File: src/rtl/uart_sniff_pkg.sv
// Shared types and sizing helpers for the UART TX sniffer.
// Contents:
//   rx_state_t  receive FSM states (IDLE, START, DATA, STOP, WAIT_HIGH)
//   BIT_CNT_W   bit-period counter width for the default 434 clocks/bit
//   PTR_W       FIFO address width for the default 16-entry FIFO
//   cnt_width() width helper for the parameterised instances (min 1 bit)
package uart_sniff_pkg;

    typedef enum logic [2:0] {
        IDLE      = 3'd0,
        START     = 3'd1,
        DATA      = 3'd2,
        STOP      = 3'd3,
        WAIT_HIGH = 3'd4
    } rx_state_t;

    localparam int CLKS_PER_BIT_DEF = 434;
    localparam int FIFO_DEPTH_DEF   = 16;
    localparam int BIT_CNT_W        = $clog2(CLKS_PER_BIT_DEF);
    localparam int PTR_W            = $clog2(FIFO_DEPTH_DEF);

    function automatic int cnt_width(input int n);
        return (n > 1) ? $clog2(n) : 1;
    endfunction

endpackage

File: src/rtl/uart_tx_sniffer_if.sv
// Character stream interface between the sniffer and its consumer.
// Handshake: out_valid means out_data holds the FIFO head; the consumer
// takes it on any rising clock edge where out_valid && out_ready are both
// high. out_data must not be relied upon while out_valid is low, although
// the sniffer keeps it stable at the last head value.
//   out_data   master->slave  character at the FIFO head
//   out_valid  master->slave  FIFO not empty
//   out_ready  slave->master  consumer accepts the head
interface uart_tx_sniffer_if #(
    parameter int DATA_BITS = 8
);
    logic [DATA_BITS-1:0] out_data;
    logic                 out_valid;
    logic                 out_ready;

    modport master (output out_data, output out_valid, input out_ready);
    modport slave  (input out_data, input out_valid, output out_ready);
endinterface

File: src/rtl/sniff_fifo.sv
// Synchronous character FIFO for the sniffer.
// Ports:
//   clock, reset  single clock, synchronous active-high reset
//   push          a character is offered this cycle
//   push_data     the offered character
//   pop_ready     consumer ready; a pop happens when head_valid is also high
//   head_data     head character, holds the last popped value while empty
//   head_valid    FIFO not empty
//   accepted      the offered character was stored this cycle
//   dropped       the offered character was lost (full, no pop)
module sniff_fifo
    import uart_sniff_pkg::*;
#(
    parameter int DATA_BITS  = 8,
    parameter int FIFO_DEPTH = 16
) (
    input  logic                 clock,
    input  logic                 reset,
    input  logic                 push,
    input  logic [DATA_BITS-1:0] push_data,
    input  logic                 pop_ready,
    output logic [DATA_BITS-1:0] head_data,
    output logic                 head_valid,
    output logic                 accepted,
    output logic                 dropped
);
    localparam int AW = cnt_width(FIFO_DEPTH);
    localparam logic [AW:0] PTR_ONE = (AW + 1)'(1);

    logic [DATA_BITS-1:0] mem [FIFO_DEPTH];
    logic [AW:0]          wr_ptr, rd_ptr;
    logic [DATA_BITS-1:0] last_head;
    logic                 empty, full, pop;

    // Extra wrap bit: equal pointers mean empty, equal addresses with
    // differing wrap bits mean full.
    assign empty = (wr_ptr == rd_ptr);
    assign full  = (wr_ptr[AW] != rd_ptr[AW]) &&
                   (wr_ptr[AW-1:0] == rd_ptr[AW-1:0]);
    assign pop   = !empty && pop_ready;

    // A pop frees the head slot in the same cycle, so full+push+pop is legal;
    // when full the write address equals the slot being vacated.
    assign accepted = push && (!full || pop);
    assign dropped  = push && full && !pop;

    assign head_valid = !empty;
    assign head_data  = empty ? last_head : mem[rd_ptr[AW-1:0]];

    always_ff @(posedge clock) begin
        if (accepted) begin
            mem[wr_ptr[AW-1:0]] <= push_data;
        end
    end

    always_ff @(posedge clock) begin
        if (reset) begin
            wr_ptr    <= '0;
            rd_ptr    <= '0;
            last_head <= '0;
        end else begin
            if (accepted) begin
                wr_ptr <= wr_ptr + PTR_ONE;
            end
            if (pop) begin
                rd_ptr    <= rd_ptr + PTR_ONE;
                last_head <= mem[rd_ptr[AW-1:0]];
            end
        end
    end

endmodule

File: src/rtl/uart_tx_sniffer.sv
// UART receiver on the SoC serial output, feeding a character FIFO.
// Ports:
//   clock, reset  single clock, synchronous active-high reset
//   uart_line     asynchronous serial input, idles high
//   chars         character stream (out_data / out_valid / out_ready)
//   frame_err     one-cycle pulse when a stop bit is sampled low
//   overflow      sticky: a character was dropped on a full FIFO
//   busy          receive FSM not in IDLE
//   char_count    characters accepted into the FIFO, wraps at 2^32
//   dbg_state     current receive FSM state
module uart_tx_sniffer
    import uart_sniff_pkg::*;
#(
    parameter int CLKS_PER_BIT = 434,
    parameter int DATA_BITS    = 8,
    parameter int SYNC_STAGES  = 2,
    parameter int FIFO_DEPTH   = 16
) (
    input  logic                     clock,
    input  logic                     reset,
    input  logic                     uart_line,
    uart_tx_sniffer_if.master        chars,
    output logic                     frame_err,
    output logic                     overflow,
    output logic                     busy,
    output logic [31:0]              char_count,
    output rx_state_t                dbg_state
);
    localparam int CNT_W = cnt_width(CLKS_PER_BIT);
    localparam int IDX_W = cnt_width(DATA_BITS);
    localparam logic [CNT_W-1:0] HALF_LAST = CNT_W'(CLKS_PER_BIT / 2 - 1);
    localparam logic [CNT_W-1:0] BIT_LAST  = CNT_W'(CLKS_PER_BIT - 1);
    localparam logic [CNT_W-1:0] CNT_ONE   = CNT_W'(1);
    localparam logic [IDX_W-1:0] IDX_LAST  = IDX_W'(DATA_BITS - 1);
    localparam logic [IDX_W-1:0] IDX_ONE   = IDX_W'(1);

    logic [SYNC_STAGES-1:0] sync_q;
    logic                   sline;
    rx_state_t              state, state_next;
    logic [CNT_W-1:0]       bit_cnt;
    logic [IDX_W-1:0]       bit_idx;
    logic [DATA_BITS-1:0]   shreg;
    logic                   push, sample_bit;
    logic                   fifo_accepted, fifo_dropped;

    // Synchroniser resets to the idle level so reset never looks like a start bit.
    always_ff @(posedge clock) begin
        if (reset) begin
            sync_q <= '1;
        end else begin
            sync_q <= {sync_q[SYNC_STAGES-2:0], uart_line};
        end
    end
    assign sline = sync_q[SYNC_STAGES-1];

    // State register
    always_ff @(posedge clock) begin
        if (reset) begin
            state <= IDLE;
        end else begin
            state <= state_next;
        end
    end

    // Next-state logic
    always_comb begin
        state_next = state;
        case (state)
            IDLE:      if (!sline) state_next = START;
            START:     if (bit_cnt == HALF_LAST) state_next = sline ? IDLE : DATA;
            DATA:      if (bit_cnt == BIT_LAST && bit_idx == IDX_LAST) state_next = STOP;
            STOP:      if (bit_cnt == BIT_LAST) state_next = sline ? IDLE : WAIT_HIGH;
            WAIT_HIGH: if (sline) state_next = IDLE;
            default:   state_next = IDLE;
        endcase
    end

    // Outputs decoded from state and the synchronised line
    always_comb begin
        push       = 1'b0;
        frame_err  = 1'b0;
        sample_bit = 1'b0;
        busy       = (state != IDLE);
        if (state == STOP && bit_cnt == BIT_LAST) begin
            push      = sline;
            frame_err = !sline;
        end
        if (state == DATA && bit_cnt == BIT_LAST) begin
            sample_bit = 1'b1;
        end
    end
    assign dbg_state = state;

    // Bit timing and character assembly. bit_cnt restarts on every state
    // change and wraps each bit period while DATA persists.
    always_ff @(posedge clock) begin
        if (reset) begin
            bit_cnt <= '0;
            bit_idx <= '0;
            shreg   <= '0;
        end else begin
            if (state_next != state || bit_cnt == BIT_LAST) begin
                bit_cnt <= '0;
            end else begin
                bit_cnt <= bit_cnt + CNT_ONE;
            end
            if (state == START) begin
                bit_idx <= '0;
            end else if (sample_bit) begin
                shreg[bit_idx] <= sline;
                bit_idx        <= bit_idx + IDX_ONE;
            end
        end
    end

    // Statistics: only stored characters are counted.
    always_ff @(posedge clock) begin
        if (reset) begin
            char_count <= '0;
            overflow   <= 1'b0;
        end else begin
            if (fifo_accepted) begin
                char_count <= char_count + 32'd1;
            end
            if (fifo_dropped) begin
                overflow <= 1'b1;
            end
        end
    end

    logic [DATA_BITS-1:0] head_data;
    logic                 head_valid;

    sniff_fifo #(
        .DATA_BITS (DATA_BITS),
        .FIFO_DEPTH(FIFO_DEPTH)
    ) u_fifo (
        .clock     (clock),
        .reset     (reset),
        .push      (push),
        .push_data (shreg),
        .pop_ready (chars.out_ready),
        .head_data (head_data),
        .head_valid(head_valid),
        .accepted  (fifo_accepted),
        .dropped   (fifo_dropped)
    );

    assign chars.out_data  = head_data;
    assign chars.out_valid = head_valid;

endmodule
File: src/flat_wrapper.sv
// flat-port wrapper written by rule: the top's interface ports become plain ports
module uart_tx_sniffer_flat import uart_sniff_pkg::*;
#(
    parameter int CLKS_PER_BIT = 434,
    parameter int DATA_BITS    = 8,
    parameter int SYNC_STAGES  = 2,
    parameter int FIFO_DEPTH   = 16
)
  (clock, reset, uart_line, frame_err, overflow, busy, char_count, dbg_state, chars_out_data, chars_out_valid, chars_out_ready);
  uart_tx_sniffer_if #(.DATA_BITS(DATA_BITS)) chars_i ();
  input  logic clock;
  input  logic reset;
  input  logic uart_line;
  output logic frame_err;
  output logic overflow;
  output logic busy;
  output logic [31:0] char_count;
  output rx_state_t dbg_state;
  output wire logic [$bits(chars_i.out_data)-1:0] chars_out_data;
  output wire logic [$bits(chars_i.out_valid)-1:0] chars_out_valid;
  input wire logic [$bits(chars_i.out_ready)-1:0] chars_out_ready;
  assign chars_out_data = chars_i.out_data;
  assign chars_out_valid = chars_i.out_valid;
  assign chars_i.out_ready = chars_out_ready;
  uart_tx_sniffer #(.CLKS_PER_BIT(CLKS_PER_BIT), .DATA_BITS(DATA_BITS), .SYNC_STAGES(SYNC_STAGES), .FIFO_DEPTH(FIFO_DEPTH)) u_core (.clock(clock), .reset(reset), .uart_line(uart_line), .chars(chars_i), .frame_err(frame_err), .overflow(overflow), .busy(busy), .char_count(char_count), .dbg_state(dbg_state));
endmodule
File: config.mk
export PLATFORM = sky130hd
export DESIGN_NAME = uart_tx_sniffer_flat
export DESIGN_NICKNAME = d
export VERILOG_FILES = /design/src/rtl/uart_sniff_pkg.sv /design/src/rtl/uart_tx_sniffer_if.sv /design/src/rtl/sniff_fifo.sv /design/src/rtl/uart_tx_sniffer.sv /design/src/flat_wrapper.sv
export SDC_FILE = /design/constraint.sdc
export NUM_CORES = 1
export LEC_CHECK = 0
export BUFFER_PORTS_ARGS = -buffer_cell sky130_fd_sc_hd__clkbuf_2
export CORE_UTILIZATION = 31
export CTS_CLUSTER_SIZE = 10
export DETAILED_ROUTE_END_ITERATION = 7
export GPL_ROUTABILITY_DRIVEN = 0
export SLEW_MARGIN = 10
export SYNTH_ARGS = -nofsm -noshare
export SYNTH_HDL_FRONTEND = slang
export SYNTH_SLANG_ARGS = --single-unit
File: constraint.sdc
create_clock -name clock -period 4.35 [get_ports clock]
set_input_delay 0.2175 -clock clock [delete_from_list [all_inputs] [get_ports clock]]
set_output_delay 0.2175 -clock clock [all_outputs]
set_load 0.005 [all_outputs]
### After elaboration in Yosys (flattened, before gate mapping)

Memory sizes are Yosys's and may differ from the RTL's. A register that Yosys moved wholly into a read port is not among the register bits.
Index checks and enable logic that the tools add are counted.

| storage, ports and cells | value |
|---|---|
| register bits | 76 |
| bits in writable memories | 128 |
| input port bits | 4 |
| output and inout bits | 47 |
| word-level logic and storage cells | 69 |
| memories kept | 1 |

| operators by class | value |
|---|---|
| add/sub/neg operators | 5 |
| magnitude comparators | 2 |
| equality and inequality tests | 11 |
| muxes and demuxes | 19 |
| bitwise operators | 1 |
| reductions and logical operators | 20 |

Memories:

| memory | depth | width | read ports | clocked after Yosys merged registers in | wr ports | RTL line | RTL |
|---|---|---|---|---|---|---|---|
| u_core.u_fifo.mem | 16 | 8 | 1 | 1 | 1 | sniff_fifo.sv:30 | `logic [DATA_BITS-1:0] mem [FIFO_DEPTH];` |

Operators with widths:

| cell | number |
|---|---|
| $add A32 B1 Y32 const B | 1 |
| $mux W3 | 6 |
| $pmux W3 S5 | 1 |
| $add A5 B1 Y5 const B | 2 |
| $add A9 B1 Y9 const B | 1 |
| $eq A9 B8 Y1 const B | 1 |
| $eq A9 B9 Y1 const B | 1 |
| $logic_and A1 B1 Y1 | 9 |
| $bwmux W8 | 1 |
| $mux W4 | 2 |
| $mux W8 | 1 |
| $eq A3 B2 Y1 const B | 2 |
| $eq A3 B3 Y1 const B | 2 |
| $mux W1 | 6 |
| $eq A5 B5 Y1 | 1 |
| $eq A4 B4 Y1 | 1 |
| $logic_not A1 Y1 | 4 |
| $lt A3 B4 Y1 const B | 1 |
| $reduce_or A2 Y1 | 2 |
| $add A3 B1 Y3 const B | 1 |
| $demux W1 S3 | 1 |
| $eq A3 B1 Y1 const B | 1 |
| $ge A3 B1 Y1 const B | 1 |
| $logic_not A3 Y1 | 1 |
| 7 further kinds | 8 |

### Depth between registers and ports, before layout

| logic depth | value |
|---|---|
| depth after elaboration | 7 |
| gate-level depth with buffers | 9 |

### Modules after synthesis

From an unflattened synthesis, not the netlist that was laid out.

| unflattened totals | value |
|---|---|
| cell total of the unflattened synthesis | 649 |
| area, all modules | 8,863.5 sq um |

Modules (own cells, without submodules):

| module | times used | cells an instance | area an instance (sq um) | seq. area each (sq um) |
|---|---|---|---|---|
| sniff_fifo | 1 | 332 | 6,035.8 | 4,284.1 |
| uart_tx_sniffer | 1 | 317 | 2,827.7 | 1,161.1 |

### Worst setup path after synthesis

Ideal clock, no wire load.

| timing path | value |
|---|---|
| path kind | reg2reg |
| start point | register u_core.bit_cnt[0] |
| end point | memory u_core.u_fifo.mem[3][0] (enable) |
| setup time | 0.383 ns |
| arrival | 1.922 ns |
| data required time | 3.967 ns |
| slack | 2.045 ns |
| cell stages (with the launch flop) | 7 |
| path buffers | 1 |
| cells stage by stage | dfxtp_1 > ha_1 > and4bb_2 > and4_1 > buf_6 > o211ai_1 > nor3_1 |

| between the ends | value |
|---|---|
| word-level cells in the longest chain between the ends | 6 |

RTL lines:

| item | RTL line | RTL |
|---|---|---|
| start, declared | uart_tx_sniffer.sv:40 | `logic [CNT_W-1:0] bit_cnt;` |
| start signal, assigned | uart_tx_sniffer.sv:105 | `bit_cnt <= bit_cnt + CNT_ONE;` |
| $eq A9 B9 Y1 | uart_tx_sniffer.sv:84 | `if (state == STOP && bit_cnt == BIT_LAST) begin` |
| $logic_and A1 B1 Y1 | uart_tx_sniffer.sv:84 |  |
| $mux W1 | uart_tx_sniffer.sv:84 |  |
| $logic_and A1 B1 Y1 | sniff_fifo.sv:44 | `assign accepted = push && (!full \|\| pop);` |
| $mux W1 | sniff_fifo.sv:51 | `if (accepted) begin` |
| $mux W1 (not written as such) | sniff_fifo.sv:52 | `mem[wr_ptr[AW-1:0]] <= push_data;` |
| end, declared | sniff_fifo.sv:30 |  |

No other way between the ends.

==> impl_metrics.py <==
metrics = {
    "drt": {
        "postRouteAntennaNets": 0,
        "dr_total_vias": 5607,
        "drtPass1Iterations": 5,
        "drt-wirelength-per-cell_um": 16.8,
        "viasPerCell": 5.04,
        "wl_mm": 18.7,
        "drc": 0,
        "drtIter0Drc": 462,
    },
    "synthesis": {
        "syn_area_mm2": 0.00887,
        "ys_seq_elements": 208,
        "syn_avg_cell_area_um2": 13.2,
        "synth_top_cell_by_area": "edfxtp_1",
        "ys_types": 59,
        "synth_edf_count": 128,
        "ys_seq_area_share_pct": 61.4,
        "yosys_warnings": 0,
        "synthTopCellsByArea": "edfxtp_1 (43%), dfxtp_1 (18%), mux4_2 (8.4%)",
        "yosysTopAreaCellShare_pct": 43.4,
        "ys.flop_type": "edfxtp_1",
        "syn_nets": 687,
        "synthArstFlopShare_pct": 0,
        "netlist_instances": 672,
    },
    "placement": {
        "dp_cells": 1067,
        "dpl.hpwl_mm": 12.4,
        "post-place-ws_ns": 1.52,
        "portBuffers": 50,
    },
    "sta": {
        "rsz0062_at_grt": "no",
        "maxSlewViolCount": 0,
        "hold_slack_ns": 0.188,
        "fmax_mhz": 316,
        "setup_viol": 0,
        "setup_ws_ns": 1.18,
        "finClkSkew_ns": 0.0161,
        "hold_viol": 0,
        "finalCritPeriodShare_pct": 72.8,
        "fin_setup_tns_ns": 0,
        "period_needed_ns": 3.17,
        "maxSlewHeadroom_pct": 26.2,
        "worstMarginPinSlew_ns": 1.10,
    },
    "floorplanning": {
        "rows": 61,
        "fp.dieW_um": 171,
        "chipHeight_um": 171,
        "fp.coreArea_mm2": 0.0279,
        "num_io_pins": 51,
        "initial_core_util_pct": 31.7,
        "fp.dieArea_mm2": 0.0293,
    },
    "layout": {
        "drive_above_1_share_pct": 18.9,
        "antennaDiodeCount": 0,
        "area_delta_synth_final_pct": 14.9,
        "fillers": 2728,
        "layoutNonFillerInstCount": 1113,
        "final_nets": 732,
    },
    "pwr": {
        "vdd_drop_max_v": 0.000265,
        "p_per_area_mw_per_mm2": 389,
        "p_switching_mw": 0.780,
        "pwr-share-comb_pct": 0.9,
        "switching_share_pct": 19.6,
        "internal_power_mw": 3.19,
        "seq_power_share_pct": 52.4,
        "leakage_nw": 3.64,
        "clkPwrFrac_pct": 46.7,
    },
    "clocking": {
        "cts_tree": "built",
        "root_buffer": "clkbuf_16",
        "clkSlewWorstSetupHoldPaths_ns": 0.06,
        "insertion_delay_ns": 0.51,
        "numCtsBuffers": 25,
        "clock_sinks": 208,
        "cts_max_path_buffers": 3,
        "cts_htree_levels": 1,
        "post-cts-setup-buffers": 0,
    },
    "grt": {
        "antenna_found_initial": 0,
        "grt_max_degree": 48,
        "globalRouteOverflowTotal": 0,
        "grt_pass1_wl_mm": 29.8,
        "track_usage_pct": 12.9,
        "grt_pass1_vias": 5427,
    },
    "hold_path": {
        "whs_path_depth": 3,
        "hold_class": "primary input to flop",
        "min_from": "chars_out_ready",
        "whs_endpoint": "u_core.u_fifo.last_head[2]",
    },
    "worst_setup_path": {
        "reg2reg_from": "u_core.bit_cnt[0]",
        "critical_path_buf_inv_count": 2,
        "worst-path-max-fanout": 16,
        "ff2ff_setup_slack_ns": 1.52,
        "slowest_delay_ns": 0.72,
        "crit_arrival_ns": 2.95,
        "crit_family": "multiplexers",
        "cp-end-kind": "output pin",
        "crit_type": "flop to output pin",
        "cp_slowest_cell": "dfxtp_2",
        "required_ns": 4.13,
        "worstRegToRegCells": 5,
        "start_kind": "flop",
        "r2r_end": "u_core.u_fifo.mem[9][2]",
        "worstPathCellList": "buf_4, mux4_2, a22oi_1, nand2_1, mux2_2, clkbuf_2",
    },
    "flow_run": {
        "maxCapViolCount": 0,
    },
    "outcome": {
        "status": "finished, final reports clean",
    },
}
-- placed cells by master, fill, tap and decap left out, drive strengths merged, types with 18 or more instances in the layout --
master	count
edfxtp	128
clkbuf	92
dfxtp	80
a21oi	41
nand2	40
mux4	33
nor2	29
nand3	25
and3	20
nor3	18
-- flip-flops by register name (all words and copies together), names as in the netlist, named ones only --
| signal | flops |
|---|---|
| u_core.bit_cnt | 9 |
| u_core.bit_idx | 3 |
| u_core.char_count | 32 |
| u_core.dbg_state | 3 |
| u_core.overflow | 1 |
| u_core.shreg | 8 |
| u_core.sync_q | 2 |
| u_core.u_fifo.last_head | 8 |
| u_core.u_fifo.mem | 128 |
| u_core.u_fifo.rd_ptr | 5 |
| u_core.u_fifo.wr_ptr | 5 |
-- how the worst max path moves through the flow --
| stage | startpoint | to | slack, ns | cells past startpoint |
|---|---|---|---|---|
| 5_1_grt | flop | chars_out_data[4] | 1.0 | 6 |
| 6_report | flop | chars_out_data[1] | 1.18 | 6 |
| 2_1_floorplan | u_core.bit_cnt[0] | u_core.u_fifo.mem[3][0] | 2.04 | 6 |
| 3_5_place_dp | u_core.bit_cnt[0] | u_core.u_fifo.mem[3][2] | 1.52 | 5 |
| 3_3_place_gp | u_core.bit_cnt[0] | u_core.u_fifo.mem[3][2] | 1.60 | 5 |
| 4_1_cts | flop | chars_out_data[4] | 1.14 | 6 |
-- worst register-to-register path, cell delays in order, from the launching register on --
cell      delay [ns]
dfxtp_1         0.43
ha_1            0.18
and4bb_2        0.32
nand4_1         0.26
a21oi_2         0.66
and3_1          0.61
-- cell type report --
cell class / count / area, um^2 / area share [%]
clock buffer: 42 / 709 / 6.96
clock inverter: 3 / 21.3 / 0.209
inverter: 16 / 60.1 / 0.589
multi-input combinational: 412 / 3200 / 31.4
sequential: 208 / 5450 / 53.5
tap: 378 / 473 / 4.64
timing repair buffer: 54 / 283 / 2.77
-- routing by layer --
| layer | share of wire [%] | track usage [%] | vias up |
|---|---|---|---|
| met4 | 1.5 | 2.68 | 0 |
| met3 | 4.4 | 2.01 | 23 |
| met1 | 49 | 19.1 | 2766 |
| li1 | - | - | 2680 |
| met5 | 0 | 0 | - |
| met2 | 45 | 19.9 | 138 |
-- stage by stage --
stage / total power, mW / area [um^2] / util, %
2_1_floorplan: 2.15 / 8870 / -
3_3_place_gp: 2.16 / 9450 / 33.8
3_5_place_dp: 2.16 / 9450 / 33.8
4_1_cts: 4.02 / 10200 / 36.5
5_1_grt: 4.10 / 10200 / 36.5
6_report: 3.97 / 10200 / 36.5
-- cells in the mapped netlist, types with 3 or more instances --
| cell | instances |
|---|---|
| nor2_1 | 29 |
| a22oi_1 | 16 |
| nand2b_1 | 9 |
| nand4b_1 | 3 |
| o21ai_0 | 14 |
| mux4_2 | 33 |
| nor4_1 | 3 |
| ha_1 | 11 |
| xor2_1 | 9 |
| nand4_1 | 17 |
| and2_1 | 6 |
| a21oi_1 | 40 |
| inv_1 | 16 |
| nand2_1 | 40 |
| and4_1 | 6 |
| o31ai_1 | 12 |
| dfxtp_1 | 80 |
| nor2b_1 | 6 |
| xnor2_1 | 14 |
| or4_1 | 12 |
| nor3b_1 | 5 |
| edfxtp_1 | 128 |
| nor3_1 | 18 |
| clkbuf_1 | 25 |
| and3_1 | 20 |
| buf_2 | 5 |
| nand3_1 | 24 |
| mux2_2 | 9 |
| or3_1 | 12 |
| mux2i_1 | 9 |
-- power groups by stage --
stage	sequential, mW	clock [mW]	combinational (mW)
after floorplan	2.12	0	0.0277
after global placement	2.12	0	0.0363
after detailed placement	2.12	0	0.0362
after CTS	2.08	1.91	0.0369
after global routing	2.08	1.98	0.0414
final	2.08	1.85	0.0363
-- cells by family after synthesis --
group,synth area share [%]
AO/OA/AOI/OAI,8.13
XOR/XNOR,2.27
adder cells (fa/ha/maj),1.55
buffers and inverters,2.53
flip-flops,61.4
multiplexers,10.5
AND/OR/NAND/NOR,13.6
-- what timing repair did --
action,4_1_cts,5_1_grt
gates resized for setup,0,0
setup endpoints to repair,0,0
hold buffers,1,0
hold endpoints to repair,1,0
Note: power is estimated with default switching activity, not from simulation.
